===== src/rtl/dm_port_arbiter_if.sv =====
// Bundle of the core (C), DMA (D), response and memory-side signals of the data-memory port arbiter.
// The arbiter uses the slave modport; requesters and memory use the master modport.
`ifndef DM_ADDR_BIT
`define DM_ADDR_BIT 16
`endif
`ifndef DM_OP_BIT
`define DM_OP_BIT 3
`endif
`ifndef DM_OP_WD
`define DM_OP_WD 3'd2
`endif
`ifndef DM_OP_UB
`define DM_OP_UB 3'd4
`endif

interface dm_port_arbiter_if #(
  parameter int ADDR_W = `DM_ADDR_BIT,
  parameter int OP_W   = `DM_OP_BIT
);
  logic              c_req;
  logic [OP_W-1:0]   c_op;
  logic              c_we;
  logic [ADDR_W-1:0] c_addr;
  logic [31:0]       c_wdata;
  logic              c_ack;
  logic              d_req;
  logic [OP_W-1:0]   d_op;
  logic              d_we;
  logic [ADDR_W-1:0] d_addr;
  logic [31:0]       d_wdata;
  logic              d_ack;
  logic [31:0]       rsp_data;
  logic              mem_en;
  logic              mem_we;
  logic [OP_W-1:0]   mem_op;
  logic [ADDR_W-1:0] mem_addr;
  logic [31:0]       mem_wdata;
  logic [31:0]       mem_rdata;
  logic              busy;

  modport slave (
    input  c_req, c_op, c_we, c_addr, c_wdata,
    input  d_req, d_op, d_we, d_addr, d_wdata,
    input  mem_rdata,
    output c_ack, d_ack, rsp_data, busy,
    output mem_en, mem_we, mem_op, mem_addr, mem_wdata
  );

  modport master (
    output c_req, c_op, c_we, c_addr, c_wdata,
    output d_req, d_op, d_we, d_addr, d_wdata,
    output mem_rdata,
    input  c_ack, d_ack, rsp_data, busy,
    input  mem_en, mem_we, mem_op, mem_addr, mem_wdata
  );
endinterface


===== src/rtl/dm_port_arbiter.sv =====
// Round-robin arbiter sharing one data-memory port between core (C) and DMA (D).
// Optional macro DM_ARB_ALIGN_CHK_EN: reject misaligned word accesses and add the align_err port.
`ifndef DM_ADDR_BIT
`define DM_ADDR_BIT 16
`endif
`ifndef DM_OP_BIT
`define DM_OP_BIT 3
`endif
`ifndef DM_OP_WD
`define DM_OP_WD 3'd2
`endif
`ifndef DM_OP_UB
`define DM_OP_UB 3'd4
`endif

// state  | meaning
// IDLE   | sample requests, latch winner's command
// ACCESS | drive memory for one cycle, capture read data
// RESP   | pulse owner's ack with rsp_data valid
module dm_port_arbiter #(
  parameter int ADDR_W  = `DM_ADDR_BIT,
  parameter int OP_W    = `DM_OP_BIT,
  parameter bit C_FIRST = 1'b1
) (
  input  logic clk,
  input  logic rst_n,
  dm_port_arbiter_if.slave bus
`ifdef DM_ARB_ALIGN_CHK_EN
  ,
  output logic align_err
`endif
);

  typedef enum logic [1:0] {IDLE, ACCESS, RESP} state_t;

  state_t            state_q, state_d;
  logic              own_d_q;
  logic              ptr_c_q;
  logic [OP_W-1:0]   cmd_op_q;
  logic              cmd_we_q;
  logic [ADDR_W-1:0] cmd_addr_q;
  logic [31:0]       cmd_wdata_q;

  logic              any_req, grant_c, grant_d, misalign;
  logic [OP_W-1:0]   win_op;
  logic              win_we;
  logic [ADDR_W-1:0] win_addr;
  logic [31:0]       win_wdata;

  assign any_req = bus.c_req | bus.d_req;
  assign grant_c = bus.c_req & (~bus.d_req | ptr_c_q);
  assign grant_d = bus.d_req & ~grant_c;

  always_comb begin
    win_op    = bus.c_op;
    win_we    = bus.c_we;
    win_addr  = bus.c_addr;
    win_wdata = bus.c_wdata;
    if (grant_d) begin
      win_op    = bus.d_op;
      win_we    = bus.d_we;
      win_addr  = bus.d_addr;
      win_wdata = bus.d_wdata;
    end
  end

`ifdef DM_ARB_ALIGN_CHK_EN
  logic aerr_q;
  assign misalign  = (win_op == OP_W'(`DM_OP_WD)) && (win_addr[1:0] != 2'b00);
  assign align_err = (state_q == RESP) && aerr_q;
`else
  assign misalign = 1'b0;
`endif

  always_ff @(posedge clk or negedge rst_n) begin
    if (!rst_n) state_q <= IDLE;
    else        state_q <= state_d;
  end

  always_comb begin
    state_d       = state_q;
    bus.mem_en    = 1'b0;
    bus.mem_we    = 1'b0;
    bus.mem_op    = '0;
    bus.mem_addr  = '0;
    bus.mem_wdata = '0;
    bus.c_ack     = 1'b0;
    bus.d_ack     = 1'b0;
    bus.busy      = (state_q != IDLE);
    case (state_q)
      IDLE: begin
        if (any_req) state_d = misalign ? RESP : ACCESS;
      end
      ACCESS: begin
        bus.mem_en    = 1'b1;
        bus.mem_we    = cmd_we_q;
        bus.mem_op    = cmd_op_q;
        bus.mem_addr  = cmd_addr_q;
        bus.mem_wdata = cmd_wdata_q;
        state_d       = RESP;
      end
      RESP: begin
        bus.c_ack = ~own_d_q;
        bus.d_ack = own_d_q;
        state_d   = IDLE;
      end
      default: state_d = IDLE;
    endcase
  end

  // Pointer always ends up on the requester that did not win this grant.
  always_ff @(posedge clk or negedge rst_n) begin
    if (!rst_n) begin
      own_d_q      <= 1'b0;
      ptr_c_q      <= C_FIRST;
      cmd_op_q     <= '0;
      cmd_we_q     <= 1'b0;
      cmd_addr_q   <= '0;
      cmd_wdata_q  <= '0;
      bus.rsp_data <= '0;
`ifdef DM_ARB_ALIGN_CHK_EN
      aerr_q       <= 1'b0;
`endif
    end else begin
      if (state_q == IDLE && any_req) begin
        cmd_op_q    <= win_op;
        cmd_we_q    <= win_we;
        cmd_addr_q  <= win_addr;
        cmd_wdata_q <= win_wdata;
        own_d_q     <= grant_d;
        ptr_c_q     <= grant_d;
`ifdef DM_ARB_ALIGN_CHK_EN
        aerr_q      <= misalign;
        if (misalign) bus.rsp_data <= 32'hDEAD_BEEF;
`endif
      end
      if (state_q == ACCESS) bus.rsp_data <= bus.mem_rdata;
    end
  end

endmodule


===== src/flat_wrapper.sv =====
// flat-port wrapper written by rule: the top's interface ports become plain ports
module dm_port_arbiter_flat 
#(
  parameter int ADDR_W  = `DM_ADDR_BIT,
  parameter int OP_W    = `DM_OP_BIT,
  parameter bit C_FIRST = 1'b1
)
  (clk, rst_n, bus_c_req, bus_c_op, bus_c_we, bus_c_addr, bus_c_wdata, bus_d_req, bus_d_op, bus_d_we, bus_d_addr, bus_d_wdata, bus_mem_rdata, bus_c_ack, bus_d_ack, bus_rsp_data, bus_busy, bus_mem_en, bus_mem_we, bus_mem_op, bus_mem_addr, bus_mem_wdata);
  dm_port_arbiter_if #(.ADDR_W(ADDR_W), .OP_W(OP_W)) bus_i ();
  input  logic clk;
  input  logic rst_n;
  input wire logic [$bits(bus_i.c_req)-1:0] bus_c_req;
  input wire logic [$bits(bus_i.c_op)-1:0] bus_c_op;
  input wire logic [$bits(bus_i.c_we)-1:0] bus_c_we;
  input wire logic [$bits(bus_i.c_addr)-1:0] bus_c_addr;
  input wire logic [$bits(bus_i.c_wdata)-1:0] bus_c_wdata;
  input wire logic [$bits(bus_i.d_req)-1:0] bus_d_req;
  input wire logic [$bits(bus_i.d_op)-1:0] bus_d_op;
  input wire logic [$bits(bus_i.d_we)-1:0] bus_d_we;
  input wire logic [$bits(bus_i.d_addr)-1:0] bus_d_addr;
  input wire logic [$bits(bus_i.d_wdata)-1:0] bus_d_wdata;
  input wire logic [$bits(bus_i.mem_rdata)-1:0] bus_mem_rdata;
  output wire logic [$bits(bus_i.c_ack)-1:0] bus_c_ack;
  output wire logic [$bits(bus_i.d_ack)-1:0] bus_d_ack;
  output wire logic [$bits(bus_i.rsp_data)-1:0] bus_rsp_data;
  output wire logic [$bits(bus_i.busy)-1:0] bus_busy;
  output wire logic [$bits(bus_i.mem_en)-1:0] bus_mem_en;
  output wire logic [$bits(bus_i.mem_we)-1:0] bus_mem_we;
  output wire logic [$bits(bus_i.mem_op)-1:0] bus_mem_op;
  output wire logic [$bits(bus_i.mem_addr)-1:0] bus_mem_addr;
  output wire logic [$bits(bus_i.mem_wdata)-1:0] bus_mem_wdata;
  assign bus_i.c_req = bus_c_req;
  assign bus_i.c_op = bus_c_op;
  assign bus_i.c_we = bus_c_we;
  assign bus_i.c_addr = bus_c_addr;
  assign bus_i.c_wdata = bus_c_wdata;
  assign bus_i.d_req = bus_d_req;
  assign bus_i.d_op = bus_d_op;
  assign bus_i.d_we = bus_d_we;
  assign bus_i.d_addr = bus_d_addr;
  assign bus_i.d_wdata = bus_d_wdata;
  assign bus_i.mem_rdata = bus_mem_rdata;
  assign bus_c_ack = bus_i.c_ack;
  assign bus_d_ack = bus_i.d_ack;
  assign bus_rsp_data = bus_i.rsp_data;
  assign bus_busy = bus_i.busy;
  assign bus_mem_en = bus_i.mem_en;
  assign bus_mem_we = bus_i.mem_we;
  assign bus_mem_op = bus_i.mem_op;
  assign bus_mem_addr = bus_i.mem_addr;
  assign bus_mem_wdata = bus_i.mem_wdata;
  dm_port_arbiter #(.ADDR_W(ADDR_W), .OP_W(OP_W), .C_FIRST(C_FIRST)) u_core (.clk(clk), .rst_n(rst_n), .bus(bus_i));
endmodule

===== config.mk =====
export PLATFORM = sky130hd
export DESIGN_NAME = dm_port_arbiter_flat
export DESIGN_NICKNAME = d
export VERILOG_FILES = /design/src/rtl/dm_port_arbiter_if.sv /design/src/rtl/dm_port_arbiter.sv /design/src/flat_wrapper.sv
export SDC_FILE = /design/constraint.sdc
export NUM_CORES = 1
export LEC_CHECK = 0
export CAP_MARGIN = 20
export CORE_UTILIZATION = 41
export CTS_CLUSTER_DIAMETER = 200
export DETAILED_ROUTE_END_ITERATION = 7
export PLACE_DENSITY = 0.81
export RECOVER_POWER = 50
export SYNTH_ARGS = -nofsm -noshare
export SYNTH_HDL_FRONTEND = slang
export SYNTH_SLANG_ARGS = --single-unit

===== constraint.sdc =====
create_clock -name clk -period 1.9 [get_ports clk]
set_input_delay 0.38 -clock clk [delete_from_list [all_inputs] [get_ports clk]]
set_output_delay 0.38 -clock clk [all_outputs]
set_load 0.05 [all_outputs]

==> metrics, run 1 <==
global-route wire length before repair 18,010 um; crit-path leading delay family buffers and inverters; max cap viols 0; row count 38; Post-synth EDFFs 0; area share of the largest cell type after synthesis 46.38%; Synth Register Bits 88; Leakage 3.737 nW; Synth Instances 309; post-DP HPWL 9058 um; synth top area cells dfrtp_1, mux2_4, mux2_2, and2_1, buf_12; ys async rst share 100.0%; outcome finished with violations; io pins 228; CP Max Fanout 9; Setup WS post-layout -0.04622 ns; Area Overhead vs Synth 76.68%; pre-CTS setup slack -0.1723 ns; Initial DRC Count 78; worst IR drop on VDD 1.133 mV; Critical Path Source Type flip-flop; initial antenna violation count 0; Ys Warns 0; ys flop type dfrtp_1; Die Height 109.0 um; Slowest cell on crit path dfrtp_1; maximum buffer depth of the clock tree 2; Synth Cell Area 0.004695 mm^2; Clock Latency Late Sink 0.32 ns; Syn Area/Cell 15.19 um^2; crit path buf inv count 3; Setup crit end kind primary output; final hold vios 0; ANT cells 0; Root Driver clkbuf_16; Rel. slew slack 46.95%; Die Area 0.01188 mm^2; final core occ 75.52%; final worst path period need 1.946 ns; failing checks negative setup slack; Slew Viols, Final 0; core footprint 0.01098 mm^2; vias in the first global route 3,650; critical path class reg2out; critical path required time 1.52 ns; gr usage total 20.21%; fillers 691; crit path DAT 1.57 ns; unrepaired setup endpoints after global routing true; CTS Buf Count 9; critical-path cell list nor2b_4 -> buf_6 -> clkbuf_16 -> and2_4 -> buf_12; slowest stage delay, CP 0.40 ns; TritonCTS clock tree yes; nets 697; leading area contributor after synthesis dfrtp_1; H-Tree Depth 3; post-route ant nets 0; Die Span X 109.0 um; HP Class reg2reg; pwr/cell area 1916 mW/mm^2; Least-Margin Pin Slew 0.7958 ns; fraction of layout cells with a size suffix above 1 51.25%; total congestion overflow 0; final setup vio count 53; sequential area share after synthesis 46.93%; drt drc 0; final wirelength 12,620 um; fin crit share 102.4%; max frequency 0.5138 GHz; Power, Total 15.89 mW; mean number of vias per cell 4.876; Sink Count 88; Final GP Congestion 0.7232; largest net degree at the start of global routing 36; WL/cell 17.98 um; vias after detailed routing 3,423; Setup Skew 0.006537 ns; Initial Utilization 42.74%; Clock Pin Slew Worst Setup and Hold Paths 0.06 ns; syn nets 449; count of different cell masters after synthesis 19; router iterations before antenna repair 4; IO Port Bufs 227
[logic make-up after synthesis]
kind of cell    synth area share [%]
compound gates                0.7464
simple gates                   7.596
flops                          46.94
mux                            40.46
buf+inv                        4.265
[layer usage]
metal	up-vias	global-route usage, %	share of wire (%)
met5	-	0	0
met4	0	7.625	1.8
met3	16	5.559	8.3
met2	154	37.96	53
met1	1686	21.18	37
li1	1567	-	-
[repair_timing]
item / in CTS / in global routing
endpoints found under the hold margin: 13 / 0
pin swaps: 0 / 18
setup endpoints to repair: 48 / 63
setup buffers: 1 / 8
hold buffers: 1 / 0
gates resized for setup: 4 / 64
gates cloned: 1 / 3
[through the flow]
step	TNS [ns]	instances	hold WS, ns	cell area [um^2]
5_1_grt	-9.626	702	0.5204	8294
4_1_cts	-0.9344	691	0.4529	8098
2_1_floorplan	-0.08810	309	0.08441	4707
3_3_place_gp	-4.978	672	0.2482	7755
6_report	-1.592	702	0.5021	8294
3_5_place_dp	-6.488	672	0.2511	7755
[registers in the layout (all words and copies together) (netlist names)]
| register | count |
|---|---|
| u_core.ptr_c_q | 1 |
| u_core.cmd_op_q | 3 |
| u_core.own_d_q | 1 |
| u_core.cmd_addr_q | 16 |
| u_core.cmd_wdata_q | 32 |
| u_core.bus.rsp_data | 32 |
| u_core.cmd_we_q | 1 |
| u_core.state_q | 2 |
[cells in the final DEF, fill, tap and decap left out, types with 2 or more instances in the layout]
master,instances
clkbuf_1,14
inv_1,2
mux2_4,98
mux2_2,38
buf_4,12
and2_4,52
buf_6,2
dfrtp_1,87
dlymetal6s2s_1,3
clkbuf_16,12
nor3b_1,2
clkdlybuf4s50_1,159
buf_12,63
[power breakdown]
part | internal [mW] | switching (mW) | total (mW)
logic | 5.54 | 5.21 | 10.8
registers | 2.87 | 0.568 | 3.44
clock network | 1.02 | 0.678 | 1.70
total | 9.43 | 6.46 | 15.9
[cells in the mapped netlist, types with 2 or more instances]
master,n
and2_1,52
buf_12,5
buf_2,5
buf_4,5
clkbuf_1,5
dfrtp_1,87
inv_1,2
mux2_2,38
mux2_4,98
nor2b_1,2
nor3b_1,2
[worst paths after layout]
kind	slack, ns	cells after the start	start	end
worst min-delay path	0.50	1	u_core.bus.rsp_data[13]	u_core.bus.rsp_data[13]
worst max register to register	0.09	4	u_core.state_q[1]	u_core.cmd_wdata_q[21]
max in group asynchronous	0.18	3	rst_n	u_core.cmd_addr_q[6]
worst min register to register	0.50	1	u_core.bus.rsp_data[13]	u_core.bus.rsp_data[13]
min in group asynchronous	0.66	2	rst_n	u_core.bus.rsp_data[15]
worst max-delay path	-0.05	5	u_core.state_q[0]	bus_mem_we
[area by class of cell]
class	instances	area, um^2	share of cell area [%]
Timing Repair Buffer	258	3191	38.47
Multi-Input combinational cell	198	2435	29.36
Sequential cell	88	2203	26.57
Clock buffer	13	240.2	2.896
Tap cell	140	175.2	2.112
Clock inverter	3	42.54	0.5129
Inverter	2	7.507	0.09051
Power figures use the tool's default switching activity.
==> inputs of run 2 (changes only) <==
Settings changed: PLACE_DENSITY 0.81 to default, PLACE_DENSITY_LB_ADDON from default to 0.05.
==> run 2 against run 1 <==
Critical path type unchanged. Power increased by 0.89%. Sequential share of layout area shrank 0.24 points. Register-to-register slack lost 0.06 ns. Highest routed layer unchanged. Clock skew is 0.0029 ns lower. Critical path depth fell by 1. The flow still finishes with violations (negative setup slack). Sequential cell count is the same. Worst hold slack better by 0.00051 ns.
==> metrics, run 2 (same netlist as run 1, synthesis figures left out) <==
unrepaired setup endpoints after global routing true (unchanged); CP Max Fanout 11 (was 9); Inst Count DP 677 (was 672); Die Height 109.0 um (unchanged); Die Area 0.01188 mm^2 (unchanged); final worst path period need 1.910 ns (was 1.946 ns); TritonCTS clock tree yes (unchanged); HP Class reg2reg (unchanged); critical path class reg2out (unchanged); Setup WS post-layout -0.01018 ns (was -0.04622 ns); Rel. slew slack 50.36% (was 46.95%); hold_ws 0.5027 ns (was 0.5021 ns); Slowest cell on crit path dfrtp_1 (unchanged); CTS Buf Count 9 (unchanged); io pins 228 (unchanged); mean number of vias per cell 4.767 (was 4.876); router iterations before antenna repair 4 (unchanged); max frequency 0.5235 GHz (was 0.5138 GHz); maximum buffer depth of the clock tree 2 (unchanged); vias in the first global route 3,496 (was 3,650); Setup crit end kind primary output (unchanged); worst IR drop on VDD 1.205 mV (was 1.133 mV); post-route ant nets 0 (unchanged); largest net degree at the start of global routing 48 (was 36); Reg power frac 21.2% (was 21.6%); crit-path leading delay family buffers and inverters (unchanged); row count 38 (unchanged); Clock power frac 12.4% (was 10.7%); slowest stage delay, CP 0.41 ns (was 0.40 ns); Least-Margin Pin Slew 0.7447 ns (was 0.7958 ns); Initial Utilization 42.74% (unchanged); Net Sw Power 6.380 mW (was 6.459 mW); IO Port Bufs 227 (unchanged); outcome finished with violations (unchanged); ANT cells 0 (unchanged); Power, Total 16.03 mW (was 15.89 mW); reg2reg path depth 5 (was 4); critical-path cell list nor2b_4 -> bufbuf_16 -> and2_2 -> buf_12 (was nor2b_4 -> buf_6 -> clkbuf_16 -> and2_4 -> buf_12); critical path required time 1.52 ns (about the same); Clock Pin Slew Worst Setup and Hold Paths 0.06 ns (about the same); core footprint 0.01098 mm^2 (unchanged); Area Overhead vs Synth 78.30% (was 76.68%); Cell Count, Final, Fillers Out 703 (was 702); Switching Share 39.80% (was 40.65%); Setup Skew 0.003681 ns (was 0.006537 ns); global-route wire length before repair 17,820 um (was 18,010 um); fraction of layout cells with a size suffix above 1 51.69% (was 51.25%); Clock Latency Late Sink 0.33 ns (was 0.32 ns); Sink Count 88 (unchanged); Die Span X 109.0 um (unchanged); total congestion overflow 0 (unchanged); vias after detailed routing 3,351 (was 3,423); most frequent cells in the layout clkdlybuf4s50_1, mux2_4, dfrtp_1 (unchanged); crit path DAT 1.53 ns (was 1.57 ns); final hold vios 0 (unchanged); Final GP Congestion 0.7189 (was 0.7232); Initial DRC Count 85 (was 78); gr usage total 20.25% (was 20.21%); internal power 9.649 mW (was 9.430 mW); Comb power frac 66.4% (was 67.7%); Root Driver clkbuf_16 (unchanged); final setup vio count 7 (was 53); commonest non-fill, non-tap cell in the layout clkdlybuf4s50_1 (unchanged); drt drc 0 (unchanged); H-Tree Depth 3 (unchanged); crit path buf inv count 2 (was 3); max cap viols 0 (unchanged); initial antenna violation count 0 (unchanged); Worst Hold Path Cells 1 (unchanged); fin crit share 100.5% (was 102.4%); nets 698 (was 697); failing checks negative setup slack (unchanged); biggest regs u_core.bus.rsp_data (32), u_core.cmd_wdata_q (32), u_core.cmd_addr_q (16) (unchanged); Leakage 3.886 nW (was 3.737 nW); pwr/cell area 1915 mW/mm^2 (was 1916 mW/mm^2); final wirelength 12,020 um (was 12,620 um); cell depth of the worst setup path 4 (was 5); Slew Viols, Final 0 (unchanged); WL/cell 17.10 um (was 17.98 um); post-DP HPWL 8955 um (was 9058 um); Critical Path Source Type flip-flop (unchanged)
run 2: power by group through the flow:
stage / logic [mW] / registers, mW / clock network (mW)
after floorplan: 4.87 / 4.50 / 0
after global placement: 10.0 / 3.34 / 0
after detailed placement: 10.1 / 3.38 / 0
after CTS: 10.6 / 3.40 / 2.03
after global routing: 11.1 / 3.51 / 2.09
final: 10.6 / 3.40 / 1.99
run 2: worst reg2reg max path, delay by kind of cell (launching register included):
family          cells  cell delay (ns)
simple gates        1             0.15
compound gates      1             0.44
flops               1             0.41
mux                 1             0.31
buf+inv             2             0.44
run 2: area by class of cell:
| type | instances | area (um^2) |
|---|---|---|
| Timing Repair Buffer | 259 | 3226 |
| Multi-Input combinational cell | 198 | 2429 |
| Tap cell | 140 | 175.2 |
| Fill cell | 724 | 2613 |
| Sequential cell | 88 | 2203 |
| Inverter | 2 | 7.507 |
| Clock buffer | 13 | 240.2 |
| Clock inverter | 3 | 90.09 |
run 2: path summary, 6_finish.rpt:
| check | startpoint | end | slack, ns |
|---|---|---|---|
| setup / recovery | u_core.state_q[1] | bus_mem_wdata[28] | -0.01 |
| hold / removal | u_core.cmd_wdata_q[30] | u_core.cmd_wdata_q[30] | 0.50 |
| setup reg to reg | u_core.state_q[1] | u_core.cmd_op_q[2] | 0.03 |
| hold reg to reg | u_core.cmd_wdata_q[30] | u_core.cmd_wdata_q[30] | 0.50 |
| max in group asynchronous | rst_n | u_core.bus.rsp_data[5] | 0.37 |
| min in group asynchronous | rst_n | u_core.bus.rsp_data[19] | 0.66 |
run 2: stage by stage:
stage	util, %	setup TNS [ns]	area [um^2]	setup slack (ns)
global route	76.21	-2.772	8371	-0.06922
detailed placement	70.90	-6.080	7787	-0.1352
finish	76.21	-0.03165	8371	-0.01018
CTS	75.59	-0.8162	8302	-0.03196
global placement	70.90	-4.948	7787	-0.1193
floorplan	-	-0.08810	4707	-0.04405
run 2: layer usage:
metal / global-route usage [%] / vias to the layer above / part of all wire, %
met5: 0 / - / 0
met4: 9.653 / 0 / 2.2
met3: 5.559 / 16 / 7.9
met2: 35.89 / 136 / 53
met1: 22.27 / 1635 / 37
li1: - / 1564 / -
run 2: what timing repair did:
action,in CTS,in global routing
setup endpoints to repair,49,70
setup buffers,6,0
resized for setup,41,25
gates cloned,1,2
pin swaps,0,15
endpoints found under the hold margin,26,0
hold buffers,1,0
==> patch: new RTL, settings of run 2 <==
Make the reset (`rst_n`) synchronous in 2 clocked blocks.
--- a/src/rtl/dm_port_arbiter.sv
+++ b/src/rtl/dm_port_arbiter.sv
@@ -72,7 +72,7 @@
   assign misalign = 1'b0;
 `endif
 
-  always_ff @(posedge clk or negedge rst_n) begin
+  always_ff @(posedge clk) begin
     if (!rst_n) state_q <= IDLE;
     else        state_q <= state_d;
   end
@@ -109,7 +109,7 @@
   end
 
   // Pointer always ends up on the requester that did not win this grant.
-  always_ff @(posedge clk or negedge rst_n) begin
+  always_ff @(posedge clk) begin
     if (!rst_n) begin
       own_d_q      <= 1'b0;
       ptr_c_q      <= C_FIRST;
Check against the original RTL: differs if rst_n is asserted again (counterexample within 4 cycles, from zero or initial values and one cycle with rst_n low); with rst_n held inactive, the same outputs for 10 cycles.
==> patch against run 2 <==
Global-route usage is 3.5 points higher. Final cell count rose by 23%. Synthesized cell count rose by 66%. Sequential cell count is the same. Synthesized area shrank 8.8%. Sequential share of layout area is 1.7 points lower. Design area is 14% lower. Worst setup slack improved by 0.029 ns. First-iteration DRC count is 150% higher. Routed wire length is 14% higher. Largest cell class unchanged.
Power is not compared: it rests on default switching activity, and its combinational part moved more than twofold at a synthesized area within 25%.
==> patch: results (changes against run 2) <==
- Reg clk slew, reported paths: 0.09 ns (+0.03 ns)
- DRT Wirelength: 13.7 mm (+14%)
- Top cells by count, synth: 169 x nand2_1, 88 x dfxtp_1, 86 x a21oi_1
- Post-synthesis area per instance: 8.33 sq um (-45%)
- Vias in the first global route: 4,305 (+23%)
- Syn Nets: 654 (+46%)
- Most area-consuming cells after synthesis: dfxtp_1 41%, a311oi_2 18%, nand2_1 15%, a21oi_1 10%, and2_1 7.7%
- Inst Count DP: 845 (+25%)
- DR vias: 4,472 (+33%)
- Slew Limit Headroom: 60.5% (+10 points)
- Layout cells sized above 1: 22.1% (-30 points)
- First-pass GRT wire length: 20.9 mm (+17%)
- Worst-skew pair later-pin latency: 0.36 ns (+0.03 ns)
- Asr flop ratio synth: 0% (-100 points)
- Largest net degree at the start of global routing: 55 (+15%)
- Reg2reg start: u_core.state_q[1]$_SDFFE_PN0P_
- Hold_sp: u_core.bus.rsp_data[19]$_SDFFE_PN0P_
- Post-synthesis mux area share: 0% (-40 points)
- CTS Root Cell: clkbuf_8
- Setup WS pre-CTS: -0.146 ns (-0.0109 ns)
- Post-synthesis compound-gate area fraction: 28.9% (+28 points)
- DR iter-0 viols: 212 (+150%)
- Setup Skew: 0.00634 ns (+0.00266 ns)
- Gpl congestion: 0.793 (+10%)
- Hold-fix buffers at CTS: 0 (-1)
- GRT Resource Usage Total: 23.7% (+3.5 points)
- DP HPWL: 9.19 mm (+2.6%)
- Yosys cell types: 20 (+1)
- Register area share after synthesis: 41.2% (-5.8 points)
- Outcome: finished, final reports clean
- Post-DP Area: 6630 sq um (-15%)
- Detailed-route vias per instance: 5.16 (+8.3%)
- Fin nets: 868 (+24%)
## patch: power by group through the flow
stage / Clock (W) / Sequential, W / Combinational [W]
5_1_grt: 0.00144 / 0.00213 / 0.00188
3_3_place_gp: 0 / 0.00214 / 0.00166
3_5_place_dp: 0 / 0.00215 / 0.00169
2_1_floorplan: 0 / 0.00227 / 0.000892
6_report: 0.00135 / 0.00211 / 0.00177
4_1_cts: 0.00136 / 0.00211 / 0.00172
## patch: area by class of cell
type / instances / area, sq um
fillers: 769 / 2790
repair buffers: 254 / 2730
multi-input cells: 372 / 2280
flip-flops and latches: 88 / 1760
well taps: 133 / 166
clock buffers: 10 / 138
clock inverters: 6 / 67.6
inverters: 3 / 20.0
## patch: critical path, stage by stage (launching register included)
cell and delay (ns):
dfxtp_2 0.35, nand2b_4 0.17, inv_8 0.11, clkbuf_16 0.17, and2_1 0.17, buf_6 0.17
## patch: cell families after synthesis
| logic type | count (synthesis) |
|---|---|
| AO/OA/AOI/OAI | 142 |
| flip-flops | 88 |
| buffers and inverters | 54 |
| AND/OR/NAND/NOR | 230 |
## patch: what timing repair did
item	4_1_cts	5_1_grt
endpoints found under the setup margin	59	72
gates cloned	1	2
endpoints found under the hold margin	0	0
buffers inserted	0	2
resized for setup	27	56
## patch: final timing paths
kind	slack, ns	depth (start not counted)	to
setup / recovery	0.02	5	bus_mem_wdata[6]
setup reg to reg	0.52	4	u_core.cmd_addr_q[4]$_SDFFE_PN0P_
hold reg to reg	0.46	2	u_core.bus.rsp_data[19]$_SDFFE_PN0P_
hold / removal	0.46	2	u_core.bus.rsp_data[19]$_SDFFE_PN0P_
## patch: metrics by stage
stage / power [W] / utilization [%] / setup TNS, ns / hold WS [ns]
after floorplan: 0.00316 / - / 0 / 0.456
after global placement: 0.00380 / 66.6 / -2.07 / 0.441
after detailed placement: 0.00383 / 66.6 / -4.44 / 0.447
after CTS: 0.00519 / 69.5 / -0.00592 / 0.459
after global routing: 0.00545 / 71.9 / -0.0961 / 0.480
final: 0.00523 / 71.9 / 0 / 0.456
## patch: per-layer routing
metal	share of wire, %	track usage, %
met1	43	29.1
met3	5.0	4.01
met4	2.2	9.39
met2	50	41.1
met5	0	0
